## src/rtl/sum_accumulator.sv

```systemverilog
// Accumulates N_SAMPLES unsigned sums from an upstream adder into a saturating
// accumulator, with a start/busy/done handshake around each run.
//
//   state | meaning
//   ------+------------------------------------------------------------
//   IDLE  | waiting for start; acc/overflow hold the last run's result
//   ACC   | accepting sums (sum_ready=1) until N_SAMPLES transfers
//   DONE  | one-cycle done pulse, then back to IDLE
module sum_accumulator #(
  parameter int SUM_W     = 9,
  parameter int ACC_W     = 16,
  parameter int N_SAMPLES = 4
) (
  input  logic             clk,
  input  logic             rst_n,
  input  logic             start,
  input  logic [SUM_W-1:0] sum,
  input  logic             sum_valid,
  output logic             sum_ready,
  output logic [ACC_W-1:0] acc,
  output logic             done,
  output logic             overflow,
  output logic             busy
);

  localparam int CNT_W = 8;
  localparam logic [CNT_W-1:0] LAST_IDX = CNT_W'(N_SAMPLES - 1);

  typedef enum logic [1:0] {
    IDLE = 2'd0,
    ACC  = 2'd1,
    DONE = 2'd2
  } state_t;

  state_t           state;
  logic [CNT_W-1:0] count;
  logic [ACC_W:0]   sum_total;
  logic             transfer;

  // One extra bit on the adder exposes the carry used for saturation.
  always_comb begin
    sum_total = {1'b0, acc} + {{(ACC_W + 1 - SUM_W){1'b0}}, sum};
    transfer  = sum_valid && sum_ready;
  end

  always_ff @(posedge clk or negedge rst_n) begin
    if (!rst_n) begin
      state     <= IDLE;
      acc       <= '0;
      count     <= '0;
      overflow  <= 1'b0;
      done      <= 1'b0;
      sum_ready <= 1'b0;
      busy      <= 1'b0;
    end else begin
      case (state)
        IDLE: begin
          done <= 1'b0;
          if (start) begin
            state     <= ACC;
            acc       <= '0;
            count     <= '0;
            overflow  <= 1'b0;
            sum_ready <= 1'b1;
            busy      <= 1'b1;
          end
        end
        ACC: begin
          if (transfer) begin
            if (sum_total[ACC_W]) begin
              acc      <= '1;
              overflow <= 1'b1;
            end else begin
              acc <= sum_total[ACC_W-1:0];
            end
            count <= count + 1'b1;
            if (count == LAST_IDX) begin
              state     <= DONE;
              sum_ready <= 1'b0;
              done      <= 1'b1;
            end
          end
        end
        DONE: begin
          state     <= IDLE;
          done      <= 1'b0;
          busy      <= 1'b0;
          sum_ready <= 1'b0;
        end
        default: begin
          state     <= IDLE;
          done      <= 1'b0;
          busy      <= 1'b0;
          sum_ready <= 1'b0;
        end
      endcase
    end
  end

endmodule
```

## config.mk

```make
export PLATFORM = sky130hd
export DESIGN_NAME = sum_accumulator
export DESIGN_NICKNAME = d
export VERILOG_FILES = /design/src/rtl/sum_accumulator.sv
export SDC_FILE = /design/constraint.sdc
export NUM_CORES = 1
export LEC_CHECK = 0
export CORE_MARGIN = 2
export CORE_UTILIZATION = 51
export CTS_CLUSTER_DIAMETER = 120
export CTS_CLUSTER_SIZE = 16
export DETAILED_ROUTE_END_ITERATION = 16
export PLACE_DENSITY = 0.77
export SLEW_MARGIN = 20
export SYNTH_ARGS = -nofsm -noshare
export SYNTH_HDL_FRONTEND = slang
export SYNTH_SLANG_ARGS = --single-unit
export TNS_END_PERCENT = 30
```

## constraint.sdc

```tcl
create_clock -name clk -period 2.5 [get_ports clk]
set_input_delay 0.375 -clock clk [delete_from_list [all_inputs] [get_ports clk]]
set_output_delay 0.375 -clock clk [all_outputs]
set_load 0.01 [all_outputs]
```

==> metrics.md <==
| Metric | Value |
|---|---|
| Slowest stage delay, CP | `0.42 ns` |
| CTS Buf Count | `5` |
| Worst Reg2Reg Path Length in Cells | `8` |
| Critical path endpoint category | `register` |
| Most common flop cell mapped by yosys | `dfrtp_1` |
| Register area | `726 um^2` |
| Slowest cell on crit path | `fa_1` |
| GR Overflow Total | `0` |
| Slew Limit Fails | `0` |
| Final hold violation count | `0` |
| Worst setup path startpoint | `sum[0]` |
| Area grow syn2layout | `27.8%` |
| Required @ worst endpoint | `2.73 ns` |
| Synth Instances | `165` |
| Layout cells sized above 1 | `13.3%` |
| Worst-path maximum fanout | `3` |
| Initial DRC Count | `60` |
| CTS max path bufs | `2` |
| Syn avg cell area | `10.4 um^2` |
| Netlist cell types | `47` |
| Initial antenna violation count | `0` |
| CTS Sinks | `29` |
| Setup TNS | `0 ns` |
| Power per Cell Area | `1050 nW/um^2` |
| CTS tree | `built` |
| Die Height | `62.0 um` |
| Port Buffers | `32` |
| CP Launch Type | `input pin` |
| Sequential area share after synthesis | `42.3%` |
| Final setup fails | `0` |
| #FFs+latches synth | `29` |
| Achievable Freq | `413 MHz` |
| Clock Pin Slew Worst Setup and Hold Paths | `0.10 ns` |
| Slew margin rel. | `54.0%` |
| Rows | `21` |
| Pin count of the biggest net entering global routing | `30` |
| Net count, final | `234` |
| DRT antenna net count | `0` |
| CTS H-tree depth | `2` |
| Antenna diode count | `0` |
| DIE WIDTH | `62.0 um` |
| Max_cap viols | `0` |
| Outcome | `completed` |
| Synth warn | `0` |
| Clock Latency Late Sink | `0.34 ns` |
| Area occupied by multi-input gates | `936 um^2` |
| Number of global-route vias before repair | `1,434` |
| Remaining DRCs | `0` |
| DRT Pass-1 Iters | `4` |
| I/O pins | `33` |
| Starting Density | `52.2%` |
| Avg Vias per Cell | `5.97` |
| Global Route Usage Sum | `22.8%` |
| DR WL/cell | `15.6 um` |
| Die area | `3840 um^2` |
| Hold buffers post-CTS | `0` |
| Post-synth EDFFs | `0` |
| Lkg Pwr | `0.000989 uW` |
| Dpl ws | `-0.353 ns` |
| Routability Congestion | `0.867` |
| Post-Route WL | `3990 um` |
| Synthesized net count | `189` |
| Routed vias | `1,529` |
| Critical Path AT | `2.65 ns` |
| Worst r2r src | `acc[0]` |
| Slew at the pin closest to its max-slew limit | `0.689 ns` |
| Max VDD drop | `0.627 mV` |
| Tmin final | `2.42 ns` |
| Clk_skew | `0.0146 ns` |
| Filler Cell Count | `266` |
| Core ar. | `3280 um^2` |
| Crit Path Category | `in -> reg` |
| Syn Std Cell Area | `1720 um^2` |
| Final WS setup | `0.0805 ns` |
| Hold crit path type | `in -> async` |
| First-pass GRT wire length | `6270 um` |
| Detail Placement HPWL | `2890 um` |
| Ys async rst share | `100%` |
| Final period util | `96.8%` |
| Root Driver | `clkbuf_4` |
| CP cell instances | `clkdlybuf4s50_1, ha_1, fa_1, a21oi_2, o21ai_2, a2111oi_2, nor2_1, xor2_1, a221o_1` |
==> final cells by class <==
cell class                 count  share of cell area, %
sequential                    29                   33.1
timing repair buffer          43                   18.4
clock buffer                   7                   2.51
multi-input combinational    127                   42.7
tap                           46                   2.63
inverter                       4                  0.685
==> synth_stat cells (2+ instances only) <==
master / n / share of area, %
xor2_1: 8 / 4.1
xnor2_1: 5 / 2.6
and3_1: 3 / 1.1
o21ai_0: 8 / 2.3
a221o_1: 9 / 5.3
dfrtp_1: 29 / 42
inv_1: 4 / 0.88
nand4_1: 6 / 2.2
o21ai_2: 2 / 1.0
nand3_1: 8 / 2.3
o211ai_1: 5 / 2.2
a211oi_1: 2 / 0.88
nor2_1: 15 / 3.3
ha_1: 10 / 7.3
nand2_1: 8 / 1.8
a21oi_2: 2 / 1.0
a21o_1: 3 / 1.3
buf_6: 3 / 2.0
nor3_1: 2 / 0.58
a21oi_1: 6 / 1.8
==> flip-flops by register name (all words and copies together) (netlist names) <==
| signal | flops |
|---|---|
| acc | 16 |
| state | 1 |
| overflow | 1 |
| done | 1 |
| count | 8 |
| sum_ready | 1 |
| busy | 1 |
==> final timing paths <==
kind | end | slack [ns]
min in group clk | overflow | 0.51
max | acc[8] | 0.08
max reg2reg | acc[8] | 0.15
min | acc[8] | 0.41
max in group asynchronous | acc[9] | 1.79
min reg2reg | overflow | 0.51
==> placed cells by master (no fill, tap or decap), drive strengths merged, types with 2 or more instances in the layout <==
cell / instances
a221o: 9
a21oi: 8
nor3b: 2
a21o: 3
and4: 2
xnor2: 5
buf: 11
nand3: 8
dfrtp: 29
ha: 10
o21ai: 10
nand2: 8
nor2: 16
a211oi: 2
nand4: 6
o211ai: 5
xor2: 8
a41o: 2
nor3: 2
clkdlybuf4s50: 32
and3: 3
clkbuf: 7
inv: 4
==> per-stage QoR <==
| step | area (um^2) | power, uW | instances | hold WS (ns) | util (%) |
|---|---|---|---|---|---|
| 5_1_grt | 2190 | 2470 | 256 | 0.445 | 66.7 |
| 2_1_floorplan | 1720 | 1520 | 165 | 0.0794 | - |
| 6_report | 2190 | 2300 | 256 | 0.414 | 66.7 |
| 3_3_place_gp | 2130 | 1930 | 248 | 0.492 | 64.7 |
| 4_1_cts | 2180 | 2280 | 255 | 0.430 | 66.4 |
| 3_5_place_dp | 2130 | 1990 | 248 | 0.484 | 64.7 |
==> power by group <==
group          internal, uW  switching (uW)  total [uW]
Clock                   133             162         295
Combinational           655             615        1270
Sequential              603             129         732
Total                  1390             906        2300
==> critical path: cells and delay by family <==
family	cells	cell delay (ns)
xor+xnor	1	0.15
simple gates	1	0.10
compound gates	4	0.97
buf+inv	1	0.41
fa+ha+maj	2	0.65
==> metal layers <==
| layer | global-route usage (%) | vias up | wire length, um |
|---|---|---|---|
| li1 | - | 718 | - |
| met1 | 29.5 | 741 | 1750 |
| met2 | 35.6 | 58 | 1870 |
| met3 | 4.76 | 12 | 286 |
| met4 | 12.5 | 0 | 95 |
| met5 | 0 | - | 0 |
==> logic make-up (layout without fill, tap and decap cells) <==
family | after synthesis | in the layout | synth area share (%)
AND/OR/NAND/NOR | 56 | 56 | 18.1
AO/OA/AOI/OAI | 47 | 47 | 21.2
flip-flops | 29 | 29 | 42.3
XOR/XNOR | 13 | 13 | 6.64
adder cells (fa/ha/maj) | 11 | 11 | 8.46
buffers and inverters | 9 | 54 | 3.35
==> repair_timing <==
action / CTS / global route
gates resized for setup: 0 / 1
setup buffers: 0 / 1
setup endpoints to repair: 0 / 5
hold endpoints to repair: 0 / 0
Power figures use the tool's default switching activity.
